$ cat config.mk
export PLATFORM = sky130hd
export DESIGN_NAME = mem_port_arbiter
export DESIGN_NICKNAME = d
export VERILOG_FILES = /design/src/rtl/folio_mem_pkg.sv /design/src/rtl/arb_starve_ctr.sv /design/src/rtl/mem_port_arbiter.sv
export SDC_FILE = /design/constraint.sdc
export NUM_CORES = 1
export LEC_CHECK = 0
export ABC_AREA = 0
export CAP_MARGIN = 10
export CORE_MARGIN = 3
export CORE_UTILIZATION = 41
export CTS_CLUSTER_SIZE = 10
export DETAILED_ROUTE_END_ITERATION = 12
export GPL_ROUTABILITY_DRIVEN = 0
export PLACE_DENSITY = 0.8
export SLEW_MARGIN = 10
export SYNTH_ARGS = -nofsm -noshare
export SYNTH_HDL_FRONTEND = slang
export SYNTH_SLANG_ARGS = --single-unit
$ cat constraint.sdc
create_clock -name clk_i -period 1.7 [get_ports clk_i]
set_clock_uncertainty 0.1 [all_clocks]
set_input_delay 0.17 -clock clk_i [delete_from_list [all_inputs] [get_ports clk_i]]
set_output_delay 0.17 -clock clk_i [all_outputs]
set_load 0.01 [all_outputs]
$ cat src/rtl/folio_mem_pkg.sv
// ---------------------------------------------------------------------------
// folio_mem_pkg
// Shared definitions for the unified-memory port arbiter and its helpers.
//   - ADDR_W_DEF / DATA_W_DEF : default address and data widths
//   - OP_LOAD / OP_STORE      : M-stage opcodes (instr[15:12]) that raise dm_req
//   - arb_state_t             : arbiter FSM states
//   - opcode_of()             : extracts the opcode field from an instruction
// ---------------------------------------------------------------------------
package folio_mem_pkg;

  localparam int ADDR_W_DEF = 16;
  localparam int DATA_W_DEF = 16;

  localparam logic [3:0] OP_LOAD  = 4'hC;
  localparam logic [3:0] OP_STORE = 4'hD;

  typedef enum logic [1:0] {
    IDLE  = 2'd0,
    FETCH = 2'd1,
    DATA  = 2'd2,
    DRAIN = 2'd3
  } arb_state_t;

  // The opcode lives in the top nibble of every 16-bit instruction.
  function automatic logic [3:0] opcode_of(input logic [15:0] instr);
    return instr[15:12];
  endfunction

endpackage

$ cat src/rtl/arb_starve_ctr.sv
// ---------------------------------------------------------------------------
// arb_starve_ctr
// Counts consecutive data grants that were made while a fetch was waiting,
// saturating at STARVE_MAX. Once saturated with the fetch still waiting,
// force_fetch_o tells the arbiter to hand the next grant to the fetch.
// Only instantiated when ARB_STARVE_GUARD_EN is defined.
// Ports:
//   clk_i          clock
//   reset_i        synchronous active-high reset
//   if_req_i       fetch request pending
//   data_grant_i   arbiter is granting a data access this cycle
//   fetch_grant_i  arbiter is granting a fetch this cycle
//   force_fetch_o  fetch must win the next grant
// ---------------------------------------------------------------------------
module arb_starve_ctr
  import folio_mem_pkg::*;
#(
  parameter int STARVE_MAX = 3
) (
  input  logic clk_i,
  input  logic reset_i,
  input  logic if_req_i,
  input  logic data_grant_i,
  input  logic fetch_grant_i,
  output logic force_fetch_o
);

  localparam int CW = $clog2(STARVE_MAX + 1);

  logic [CW-1:0] count_q;

  // The count only means something while a fetch is actually waiting, so a
  // dropped if_req or a served fetch both start the window over. Saturation
  // keeps the force condition asserted until the fetch is granted.
  always_ff @(posedge clk_i) begin
    if (reset_i) begin
      count_q <= '0;
    end else if (!if_req_i || fetch_grant_i) begin
      count_q <= '0;
    end else if (data_grant_i && (count_q != CW'(STARVE_MAX))) begin
      count_q <= count_q + CW'(1);
    end
  end

  assign force_fetch_o = if_req_i && (count_q == CW'(STARVE_MAX));

endmodule

$ cat src/rtl/mem_port_arbiter.sv
// ---------------------------------------------------------------------------
// mem_port_arbiter
// Shares the single-port unified memory between instruction fetch (IF) and
// load/store (M). Each access is a req/ack handshake to memory; read data and
// a one-cycle valid pulse return to the requester. Data accesses win in IDLE
// because the M-stage instruction is older.
// Optional build macro: ARB_STARVE_GUARD_EN -- after STARVE_MAX back-to-back
// data grants with a fetch waiting, the fetch wins the next grant.
// Ports:
//   clk_i, reset_i                 clock, synchronous active-high reset
//   if_req_i/if_addr_i             fetch request and PC
//   if_rdata_o/if_valid_o          fetched instruction, completion pulse
//   flush_i                        discard the in-flight / pending fetch
//   dm_req_i/dm_we_i/dm_addr_i/dm_wdata_i   data request (load/store)
//   dm_rdata_o/dm_valid_o          load data, completion pulse
//   mem_req_o/mem_we_o/mem_addr_o/mem_wdata_o   memory request side
//   mem_rdata_i/mem_ack_i          memory response side
//   if_stall_o/m_stall_o           stalls to the hazard unit
// Requesters drop req in the cycle their valid pulses (or keep it high to
// issue a fresh access); the IDLE cycle that carries a valid pulse is also a
// grant cycle, which is what allows back-to-back accesses.
// ---------------------------------------------------------------------------
module mem_port_arbiter
  import folio_mem_pkg::*;
#(
  parameter int ADDR_W     = ADDR_W_DEF,
  parameter int DATA_W     = DATA_W_DEF,
  parameter int STARVE_MAX = 3
) (
  input  logic              clk_i,
  input  logic              reset_i,
  input  logic              if_req_i,
  input  logic [ADDR_W-1:0] if_addr_i,
  output logic [DATA_W-1:0] if_rdata_o,
  output logic              if_valid_o,
  input  logic              flush_i,
  input  logic              dm_req_i,
  input  logic              dm_we_i,
  input  logic [ADDR_W-1:0] dm_addr_i,
  input  logic [DATA_W-1:0] dm_wdata_i,
  output logic [DATA_W-1:0] dm_rdata_o,
  output logic              dm_valid_o,
  output logic              mem_req_o,
  output logic              mem_we_o,
  output logic [ADDR_W-1:0] mem_addr_o,
  output logic [DATA_W-1:0] mem_wdata_o,
  input  logic [DATA_W-1:0] mem_rdata_i,
  input  logic              mem_ack_i,
  output logic              if_stall_o,
  output logic              m_stall_o
);

  if (STARVE_MAX < 1) begin : g_starve_max_check
    $error("STARVE_MAX must be at least 1");
  end

  arb_state_t        state_q;
  logic              mem_req_q;
  logic              mem_we_q;
  logic [ADDR_W-1:0] mem_addr_q;
  logic [DATA_W-1:0] mem_wdata_q;
  logic [DATA_W-1:0] if_rdata_q;
  logic              if_valid_q;
  logic [DATA_W-1:0] dm_rdata_q;
  logic              dm_valid_q;

  logic force_fetch;
  logic fetch_ok;
  logic grant_data;
  logic grant_fetch;

  // Grant decision for the IDLE state. A flush in the same cycle suppresses
  // the fetch grant but still lets a pending data access through; the
  // starvation guard can only override data priority when a fetch could
  // actually be granted this cycle.
  always_comb begin
    fetch_ok    = if_req_i && !flush_i;
    grant_data  = dm_req_i && !(force_fetch && fetch_ok);
    grant_fetch = fetch_ok && !grant_data;
  end

`ifdef ARB_STARVE_GUARD_EN
  arb_starve_ctr #(
    .STARVE_MAX (STARVE_MAX)
  ) u_starve_ctr (
    .clk_i         (clk_i),
    .reset_i       (reset_i),
    .if_req_i      (if_req_i),
    .data_grant_i  ((state_q == IDLE) && grant_data),
    .fetch_grant_i ((state_q == IDLE) && grant_fetch),
    .force_fetch_o (force_fetch)
  );
`else
  assign force_fetch = 1'b0;
`endif

  // Arbiter FSM with registered memory-side and requester-side outputs.
  // Valid pulses default low every cycle so each grant yields exactly one.
  // A flush during FETCH moves to DRAIN rather than dropping mem_req, since
  // the memory is entitled to finish the access it already accepted; a
  // flush on the very cycle of the ack simply throws the data away.
  always_ff @(posedge clk_i) begin
    if (reset_i) begin
      state_q     <= IDLE;
      mem_req_q   <= 1'b0;
      mem_we_q    <= 1'b0;
      mem_addr_q  <= '0;
      mem_wdata_q <= '0;
      if_rdata_q  <= '0;
      if_valid_q  <= 1'b0;
      dm_rdata_q  <= '0;
      dm_valid_q  <= 1'b0;
    end else begin
      if_valid_q <= 1'b0;
      dm_valid_q <= 1'b0;
      case (state_q)
        IDLE: begin
          if (grant_data) begin
            state_q     <= DATA;
            mem_req_q   <= 1'b1;
            mem_we_q    <= dm_we_i;
            mem_addr_q  <= dm_addr_i;
            mem_wdata_q <= dm_wdata_i;
          end else if (grant_fetch) begin
            state_q    <= FETCH;
            mem_req_q  <= 1'b1;
            mem_we_q   <= 1'b0;
            mem_addr_q <= if_addr_i;
          end
        end
        FETCH: begin
          if (mem_ack_i) begin
            state_q   <= IDLE;
            mem_req_q <= 1'b0;
            if (!flush_i) begin
              if_rdata_q <= mem_rdata_i;
              if_valid_q <= 1'b1;
            end
          end else if (flush_i) begin
            state_q <= DRAIN;
          end
        end
        DATA: begin
          if (mem_ack_i) begin
            state_q    <= IDLE;
            mem_req_q  <= 1'b0;
            mem_we_q   <= 1'b0;
            dm_valid_q <= 1'b1;
            if (!mem_we_q) begin
              dm_rdata_q <= mem_rdata_i;
            end
          end
        end
        DRAIN: begin
          if (mem_ack_i) begin
            state_q   <= IDLE;
            mem_req_q <= 1'b0;
          end
        end
        default: begin
          state_q   <= IDLE;
          mem_req_q <= 1'b0;
          mem_we_q  <= 1'b0;
        end
      endcase
    end
  end

  assign mem_req_o   = mem_req_q;
  assign mem_we_o    = mem_we_q;
  assign mem_addr_o  = mem_addr_q;
  assign mem_wdata_o = mem_wdata_q;
  assign if_rdata_o  = if_rdata_q;
  assign if_valid_o  = if_valid_q;
  assign dm_rdata_o  = dm_rdata_q;
  assign dm_valid_o  = dm_valid_q;

  assign if_stall_o = if_req_i && !if_valid_q;
  assign m_stall_o  = dm_req_i && !dm_valid_q;

endmodule
-- After elaboration in Yosys (flattened, before gate mapping)
Cells that the tools add are included.
- add/sub/neg operators: 0
- $mul: 0
- div/mod/pow operators: 0
- $lt $le $gt $ge: 0
- equality and inequality tests: 8
- shift-type cells: 0
- muxes and demuxes: 17
- bitwise operators: 5
- reduce and logical (&&, ||, !) cells: 22
- operators by type and width (kind ; count):
    16-bit two-way mux ; 2
    3-bit AND reduction ; 4
    2-bit two-way mux ; 5
    1-bit two-way mux ; 7
    3-bit inequality test (second input constant) ; 2
    2-bit case mux with 3 select lines ; 1
    2-bit AND reduction ; 3
    3-bit OR reduction ; 2
    1-bit NOT ; 5
    2-bit == test (second input constant) ; 2
    1-bit logical AND ; 4
    1-bit logical NOT ; 4
    2-bit by 1-bit inequality test with 1-bit output (second input constant) ; 2
    1-bit case mux with 2 select lines ; 2
    2-bit nonzero test ; 2
    2-bit OR reduction ; 2
    2-bit by 1-bit == test with 1-bit output (second input constant) ; 1
    2-bit logical NOT ; 1
    2-bit inequality test (second input constant) ; 1
- register bits: 70
- latch bits: 0
- bits in writable memories: 0
- memory bits (read-only): 0
- input bits: 71
- output and inout port bits: 70
- memories: 0

-- Depth between registers and ports, before layout
Gate-level depths: netlist of the first run.
- depth after elaboration: 6
- mapped depth: 6

-- Worst setup path after synthesis of the first run
OpenSTA, ideal clock, no wires.
- path type: flip-flop to flip-flop
- start: register state_q[0]
- end: register mem_addr_q[10], in the netlist mem_addr_o[10]
- library setup time: 121 ps
- arrival time: 1121 ps
- slack: 357 ps
- stages on the path, launching flop included: 6
- path buffers: 2
- period minus slack after synthesis: 1343 ps
- cell sequence: dfxtp_1 -> buf_6 -> nor2_4 -> o21ai_4 -> buf_6 -> mux2_4
- longest elaborated chain between the ends: 2
- ends and longest elaborated chain (element ; RTL line ; text):
    start, declared ; mem_port_arbiter.sv:57 ; arb_state_t state_q;
    start signal, assigned ; mem_port_arbiter.sv:104 ; state_q <= IDLE;
    start signal, assigned ; mem_port_arbiter.sv:119 ; state_q <= DATA;
    start signal, assigned ; mem_port_arbiter.sv:125 ; state_q <= FETCH;
    2-bit logical NOT ; mem_port_arbiter.sv:116 ; case (state_q)
    2-bit AND reduction (no line) ; -- ;
    end signal, assigned ; mem_port_arbiter.sv:122 ; mem_addr_q <= dm_addr_i;
    end signal, assigned ; mem_port_arbiter.sv:128 ; mem_addr_q <= if_addr_i;
    end, declared ; mem_port_arbiter.sv:60 ; logic [ADDR_W-1:0] mem_addr_q;
No other way between the ends.
A chain may end at the register's enable or synchronous reset.

-- Worst setup path after layout of the first run
- start: register dm_valid_q, in the netlist dm_valid_o
- end: output port m_stall_o
- longest elaborated chain between the ends: 2
- ends and longest elaborated chain (element ; RTL line ; text):
    start, declared ; mem_port_arbiter.sv:65 ; logic dm_valid_q;
    start signal, assigned ; mem_port_arbiter.sv:112 ; dm_valid_q <= 1'b0;
    start signal, assigned ; mem_port_arbiter.sv:115 ; dm_valid_q <= 1'b0;
    start signal, assigned ; mem_port_arbiter.sv:148 ; dm_valid_q <= 1'b1;
    1-bit logical NOT ; mem_port_arbiter.sv:179 ; assign m_stall_o = dm_req_i && !dm_valid_q;
    1-bit logical AND ; mem_port_arbiter.sv:179 ;
    end, declared ; mem_port_arbiter.sv:50 ; output logic m_stall_o
No other way between the ends.

==> metrics, run 1 <==
YS warnings=0; chip height=92.2 microns; number of max-cap violations=0; family with the most delay on the worst path=buffers and inverters; Clock Sinks=70; Worst Hold Class=input pin to register; most common cell in the netlist=nand2_1; layout cell share with drive strength beyond 1=0.156; PortBufs=140; hold-fix buffers at CTS=0; FMAX=601 MHz; Critical Path Sink=m_stall_o; Setup crit start kind=register; CP required=1430 ps; Antenna Nets Post-Route=0; Post-synth EDFFs=0; Vias/cell=4.70; first-pass GRT wire length=12600 microns; final HPWL from detailed placement=5810 microns; CTS Buffer Depth=2; FF-to-FF setup slack=200 ps; Post-synth ARST share=0; Cell Chain, Critical Path=nor2b_1 -> clkdlybuf4s50_1; Slew @ Worst Pin=568 ps; Reg2Reg Depth=4; CTS tree=done; Worst Path Buf+Inv=1; crit share post-route=0.979; Cell Area, Synth=0.00305 sq mm; minimum clock period=1660 ps; unique cell type count in the Yosys netlist=35; total global routing track utilization=0.185; Inst Count DP=562; Nets=548; sequential fraction of the synthesis area=0.460; grt total ovfl=0; DRT Wirelength=7760 microns; reg2reg end=mem_addr_o[3]; critical path class=register to output pin; DRT iter0 DRCs=97; setup violators final=0; largest net degree at the start of global routing=36; # IOs=141; Post-Synthesis Cells=332; critical path depth in cells=2; area grow syn2layout=55.4%; Critical Path End Type=output pin; Root Buffer=clkbuf_8; met1 usage=0.226; Clock Pin Slew Worst Setup and Hold Paths=60 ps; core region area=0.00698 sq mm; Main synth FF type=dfxtp_1; initial antenna violation count=0; Slowest cell on crit path=clkdlybuf4s50_1; Max VDD drop=0.416 mV; met3 Usage GRT=0.0582; Die W=92.2 microns; Slew HR=0.621; largest cells by area after synthesis=dfxtp_1 46%, nand2_1 10%, a21oi_1 6.4%, mux2i_1 5.3%, mux2_4 4.4%; Std-Cell Rows=30; most used routing layer in global routing=met2; Synthesized Nets=403; #FFs+latches synth=70; Starting Density=0.436; most area-hungry cell type in the Yosys netlist=dfxtp_1; Fin. Hold Viols=0; status=finished clean; Setup crit start=dm_valid_o; via count=2719; Syn Area/Cell=9.18 sq um; commonest cells in the netlist=85 x nand2_1, 70 x dfxtp_1, 39 x a21oi_1, 21 x nor2_1, 19 x nor2b_1; GR Util met2=0.303; Pleak=1.79 nW; postcts setup bufs=0; # diodes=0; Reg-to-Reg Start=state_q[1]; Power Density=779 mW/mm^2; Slew Limit Fails=0; filler cell count=575; vias in the first global route=2667; WP data arrival=1390 ps; htree depth=3; total CTS buffers=9; Non-Filler Instances=578; router iterations before antenna repair=4; Largest stage delay, worst path=560 ps; final core occ=0.678; top cell type's share of synthesized area=0.460; die area=0.00850 sq mm; drt drc=0; wire per inst=13.4 microns; latest clock arrival within the worst-skew pair=330 ps; RSZ-0062 raised after global routing=false; CP Max Fanout=2
-- tightest hold or removal path, cell delays in order --
cell	delay (ps)
dlymetal6s2s_1	180
buf_4	150
a22oi_1	50
nor2_1	90
-- area by class of cell --
type                            instances  area (sq um)  share of cell area
Multi-Input combinational cell        235          1440               0.303
Timing Repair Buffer                  159          1600               0.338
Clock inverter                          3          20.0             0.00423
Tap cell                               96           120              0.0254
Inverter                                2          7.51             0.00159
Clock buffer                           13           149              0.0314
Sequential cell                        70          1400               0.296
-- state kept, by name (all words and copies together) (netlist names) --
signal and count:
state_q 2, dm_rdata_o 16, mem_addr_o 16, if_valid_o 1, mem_wdata_o 16, mem_we_o 1, mem_req_o 1, dm_valid_o 1
if_rdata_o 16
-- logic make-up (layout without fill, tap and decap cells) --
| logic type | after synthesis | after routing | synth area share |
|---|---|---|---|
| flip-flops | 70 | 70 | 0.460 |
| AND/OR/NAND/NOR | 148 | 148 | 0.236 |
| multiplexers | 32 | 32 | 0.123 |
| buffers and inverters | 27 | 177 | 0.0690 |
| AO/OA/AOI/OAI | 55 | 55 | 0.112 |
-- worst min path at each step --
stage                    start         endpoint  depth (start not counted)
4_1_cts         dm_wdata_i[12]  mem_wdata_o[12]                          3
5_1_grt               if_req_i       state_q[0]                          4
3_3_place_gp     dm_rdata_o[2]    dm_rdata_o[2]                          2
2_1_floorplan  mem_rdata_i[10]   dm_rdata_o[10]                          2
6_report              if_req_i       state_q[0]                          4
3_5_place_dp    dm_rdata_o[15]   dm_rdata_o[15]                          2
-- report_power, final --
| part | switching, mW | internal [mW] |
|---|---|---|
| logic | 0.294 | 0.464 |
| clock network | 0.586 | 0.569 |
| registers | 0.0512 | 1.72 |
-- metrics by stage --
step           setup TNS (ps)  hold WS (ps)  power, mW  worst slack (ps)  area (sq um)
2_1_floorplan               0           197       2.17               357          3050
3_3_place_gp            -1850           342       2.56              -128          4570
3_5_place_dp            -1860           346       2.58              -112          4570
4_1_cts                     0           264       3.74              18.2          4730
5_1_grt                     0           261       3.88              9.42          4740
6_report                    0           249       3.69              35.3          4740
-- routing by layer --
metal,wire (microns),up-vias
met4,113,0
met3,718,10
li1,-,1377
met2,3690,121
met5,0,-
met1,3230,1211
-- timing repair --
action                                  CTS  global route
resized for setup                         1             1
endpoints found under the setup margin    1             1
cloned                                    0             0
-- cell usage in the layout, fill, tap and decap left out, types with 3 or more instances in the layout --
cell,count
mux2i_1,16
buf_4,14
nand2_2,11
a21oi_2,10
nand2_1,85
mux2_2,7
clkbuf_8,10
mux2_4,9
nor2b_1,19
a21oi_1,39
nor2_1,21
clkbuf_1,3
dfxtp_1,70
clkdlybuf4s50_1,137
buf_12,5
Note: power is estimated with default switching activity, not from simulation.
==> run 2: changes to the inputs <==
--- a/config.mk
+++ b/config.mk
@@ -16,4 +16,5 @@
 export SLEW_MARGIN = 10
 export SYNTH_ARGS = -nofsm -noshare
 export SYNTH_HDL_FRONTEND = slang
+export SYNTH_HIERARCHICAL = 1
 export SYNTH_SLANG_ARGS = --single-unit
==> results of run 2 <==
The final DEF is identical to that of run 1; final timing and power are the same.
Among the figures that moved: Yosys warning count 0 -> 6
==> run 3: changes to the inputs <==
--- a/config.mk
+++ b/config.mk
@@ -7,7 +7,7 @@
 export LEC_CHECK = 0
 export ABC_AREA = 0
 export CAP_MARGIN = 10
-export CORE_MARGIN = 3
+export CORE_MARGIN = 4
 export CORE_UTILIZATION = 41
 export CTS_CLUSTER_SIZE = 10
 export DETAILED_ROUTE_END_ITERATION = 12
==> run 3 against run 2 <==
Compared with the run above: hold slack gained 36 ps; global-route usage shrank 1.0 points; first-iteration DRC count down 27%; total power rose by 0.58%; cell count is 0.17% higher; via count is 0.18% lower; cell area shrank 0.40%; combinational power is 2% lower; non-clock buffer count down 2; setup slack better by 42 ps; synthesized cell count stayed put; clock power up 3%; critical path type is now input pin to register; critical endpoint is now mem_addr_o[4]; largest cell class unchanged; largest power group unchanged.
==> metrics, run 3 <==
most common cell after layout, fill and taps aside=clkdlybuf4s50_1; Clock Sinks=70; setup TNS=0 ps; Max VDD drop=0.482 mV; top cell type's share of synthesized area=0.460; die area=0.00887 sq mm; first-pass GRT wire length=12300 microns; sequential fraction of the synthesis area=0.460; area grow syn2layout=54.8%; #FFs+latches synth=70; CTS Buffer Depth=2; Cell Chain, Critical Path=clkdlybuf4s50_1 -> nor2b_1 -> o21ai_4 -> mux2_2; final HPWL from detailed placement=5940 microns; Slew @ Worst Pin=670 ps; critical path class=input pin to register; Fin. Hold Viols=0; Syn Area/Cell=9.18 sq um; Post-Synthesis Cells=332; Largest stage delay, worst path=530 ps; largest cells by area after synthesis=dfxtp_1 46%, nand2_1 10%, a21oi_1 6.4%, mux2i_1 5.3%, mux2_4 4.4%; Worst Hold Class=input pin to register; vias in the first global route=2644; Synthesized Nets=403; Slowest cell on crit path=o21ai_4; postcts setup bufs=0; largest net degree at the start of global routing=37; htree depth=3; Starting Density=0.420; Slew Limit Fails=0; RSZ-0062 raised after global routing=false; commonest cells in the netlist=85 x nand2_1, 70 x dfxtp_1, 39 x a21oi_1, 21 x nor2_1, 19 x nor2b_1; final core occ=0.650; unique cell type count in the Yosys netlist=35; hold-fix buffers at CTS=0; setup violators final=0; Post-synth EDFFs=0; Clock Pin Slew Worst Setup and Hold Paths=70 ps; Antenna Nets Post-Route=0; Power Density=786 mW/mm^2; YS warnings=6; # IOs=141; Nets=546; Post-synth ARST share=0; Cell Area, Synth=0.00305 sq mm; crit share post-route=0.955; total CTS buffers=9; most area-hungry cell type in the Yosys netlist=dfxtp_1; PostCTS Resize Cnt=2; Root Buffer=clkbuf_8; drt drc=0; # diodes=0; Critical Path End Type=register; most common cell in the netlist=nand2_1; minimum clock period=1620 ps; Main synth FF type=dfxtp_1; DRT Wirelength=7900 microns; core region area=0.00725 sq mm; CTS tree=done; via count=2714; Worst Path Buf+Inv=1; wire per inst=13.6 microns; DRT iter0 DRCs=71; grt total ovfl=0; latest clock arrival within the worst-skew pair=320 ps; router iterations before antenna repair=4; Setup crit start kind=input pin; number of max-cap violations=0; Slew HR=0.551; PortBufs=140; chip height=94.2 microns; Pleak=1.78 nW; CP required=1810 ps; most frequent cells in the layout=137 x clkdlybuf4s50_1, 85 x nand2_1, 70 x dfxtp_1, 39 x a21oi_1, 21 x nor2_1; Std-Cell Rows=31; FMAX=616 MHz; Vias/cell=4.69; layout cell share with drive strength beyond 1=0.154; Hold Worst Slack=285 ps; total global routing track utilization=0.175; family with the most delay on the worst path=compound AO/OA/AOI/OAI gates; status=finished clean; CP Max Fanout=17; initial antenna violation count=1; Die W=94.2 microns; WP data arrival=1740 ps
==> run 3: cell counts after synthesis <==
No cell type changed its count.
==> run 3: kinds of logic (layout without fill, tap and decap cells) <==
kind of cell           count (synthesis)  in the layout  synth area share
buffers and inverters                 27            175            0.0690
muxes                                 32             32             0.123
DFF                                   70             70             0.460
and+or+nand+nor                      148            148             0.236
AOI/OAI and AO/OA                     55             55             0.112
==> run 3: final timing paths <==
check	startpoint	endpoint	slack, ps	cells past startpoint
worst max-delay path	if_req_i	mem_addr_o[4]	80	4
worst min-delay path	dm_wdata_i[14]	mem_wdata_o[14]	290	3
worst max register to register	state_q[1]	mem_addr_o[4]	110	3
worst min register to register	if_rdata_o[15]	if_rdata_o[15]	350	2
==> run 3: cell type report <==
type,count,area (sq um)
fill,608,2540
timing repair buffer,157,1570
multi-input combinational,235,1440
sequential,70,1400
clock buffer,13,159
tap,99,124
clock inverter,3,18.8
inverter,2,7.51
==> run 3: report_power, final <==
| group | internal [mW] | total [mW] | switching (mW) |
|---|---|---|---|
| combinational | 0.453 | 0.742 | 0.288 |
| clock | 0.609 | 1.19 | 0.583 |
| sequential | 1.72 | 1.78 | 0.0518 |
| total | 2.79 | 3.71 | 0.923 |
==> run 3: per-layer routing <==
layer  share of wire  wire length, microns  global-route usage
met3           0.064                   507              0.0497
met4           0.013                    99              0.0590
met1            0.42                  3280               0.198
met5          0.0016                    13                   0
met2            0.51                  4000               0.314
==> run 3: through the flow <==
stage	cells	setup slack, ps	power, mW	instance area [sq um]
CTS	579	83.2	3.75	4720
global placement	563	-262	2.55	4540
detailed placement	563	-270	2.56	4540
finish	579	77.3	3.71	4720
global route	579	7.69	3.88	4720
floorplan	332	357	2.17	3050
==> run 3: worst register-to-register path: cells and delay by family, from the launching register on <==
kind | cells | cell delay [ps]
compound gates | 1 | 270
flops | 1 | 620
simple gates | 1 | 90
mux | 1 | 410
==> variant, RTL diff (settings of run 3) <==
Add a define of `ARB_STARVE_GUARD_EN`.
--- a/src/rtl/mem_port_arbiter.sv
+++ b/src/rtl/mem_port_arbiter.sv
@@ -20,6 +20,8 @@
 // issue a fresh access); the IDLE cycle that carries a valid pulse is also a
 // grant cycle, which is what allows back-to-back accesses.
 // ---------------------------------------------------------------------------
+`define ARB_STARVE_GUARD_EN
+
 module mem_port_arbiter
   import folio_mem_pkg::*;
 #(
Function: changed (a bounded check fails within 10 cycles, from zero or initial values and one cycle with reset_i high).
==> variant against run 3 <==
Global-route usage up 1.7 points; sequential cell count up 2; design area up 1.9%; power up 5.5%; worst setup slack worse by 0.067 ns; area after synthesis down 6.9%; utilization up 6.1 points; register-to-register slack worse by 0.10 ns; sequential share of layout area up 0.33 points; sequential power up 3%; via count up 5.5%; wire length up 7.8%; critical path type is now register to register; highest routed layer is now met4.
==> variant: results <==
metrics = {
    "finish": {
        "nets": 554,
        "stdcell_count": 567,
        "layout-drive-gt1-share_pct": 16.0,
    },
    "synth": {
        "synth_commonest_cells": "dfxtp_1 (72), nand2_1 (72), nor2_1 (39), a21oi_1 (36), mux2i_1 (17)",
        "yosysSeqAreaShare_pct": 50.8,
        "avgSynthCellArea_um2": 8.65,
        "synthTopCellsByArea": "dfxtp_1 (51%), nand2_1 (9.5%), a21oi_1 (6.4%)",
        "syn_nets": 400,
        "synth_cell_types": 34,
    },
    "critical_path": {
        "critPathTopFamily": "simple AND/OR/NAND/NOR gates",
        "regToRegSetupSlack_ns": 0.01,
        "path_max_fanout": 7,
        "critPathSlowestCell": "dfxtp_2",
    },
    "timing": {
        "fin_crit_ns": 1.69,
        "maxSlewHeadroom_pct": 62.4,
    },
    "grt": {
        "antenna_found_initial": 0,
        "grt_pass1_wl_mm": 13.0,
        "grt_start_max_net_pins": 40,
        "gr-usage-all-layers_pct": 19.2,
    },
    "outcome": {
        "status": "complete, no violations",
    },
    "clock_tree": {
        "clk_latency_ns": 0.34,
    },
    "power_and_ir_drop": {
        "vdd_drop_max_mv": 0.564,
    },
    "placement": {
        "placed_cells": 541,
        "dp_hpwl_mm": 6.01,
        "post-place-ws_ns": -0.182,
    },
}
[variant: changes by cell type after synthesis, moves of 3 or more]
cell      change
nand3_1      +16
a21oi_2      -10
nand2_1      -13
nor2b_1      -16
mux2_2        -7
buf_4         +5
buf_6         -7
a311oi_1     +15
nor2_1       +18
mux2_4        -9
buf_2         +4
a21oi_1       -3
[variant: cell families after synthesis]
family                     count (synthesis)  share of synthesized area [%]
and+or+nand+nor                          153                           24.6
DFF                                       72                           50.8
AOI/OAI and AO/OA                         57                           12.4
buffers and inverters                     27                           5.38
muxes                                     17                           6.00
xor gates and xnor gates                   1                          0.309
adders and majority gates                  1                          0.441
[variant: area by class of cell]
cell class	instances	area, µm²
Sequential cell	72	1440
Inverter	2	7.51
Timing Repair Buffer	167	1720
Tap cell	80	100
Fill cell	521	1950
Clock buffer	9	124
Multi-Input combinational cell	230	1350
Clock inverter	7	62.6
[variant: power breakdown]
part           switching [mW]  internal [mW]
Combinational           0.327          0.465
Sequential             0.0522           1.78
Clock                   0.733          0.560
[variant: what timing repair did]
item	in CTS	in global routing
resized for setup	3	27
setup endpoints to repair	5	30
hold endpoints to repair	0	0
gates cloned	0	2
setup buffers	0	8
pin swaps	0	11
[variant: worst register-to-register path: stages (launching register included)]
cell and delay, ns:
dfxtp_2 0.36, ha_4 0.15, and2_4 0.14, nand3b_1 0.12, buf_6 0.15, buf_8 0.13, nand2_4 0.11, nand2_1 0.09
a311oi_2 0.27
[variant: path summary, 6_finish.rpt]
check | start | to | cells past startpoint
setup / recovery | u_starve_ctr/count_q[1] | mem_addr_o[7] | 8
setup reg to reg | u_starve_ctr/count_q[1] | mem_addr_o[7] | 8
hold reg to reg | dm_rdata_o[8] | dm_rdata_o[8] | 2
hold / removal | reset_i | mem_wdata_o[2] | 2
[variant: metal layers]
layer | GRT usage (%) | up-vias | share of wire, % | routed length [µm]
li1 | - | 1411 | - | -
met1 | 22.8 | 1344 | 41 | 3530
met2 | 33.3 | 93 | 51 | 4360
met3 | 4.39 | 15 | 5.1 | 434
met4 | 7.79 | 0 | 2.2 | 188
met5 | 0 | - | 0 | 0
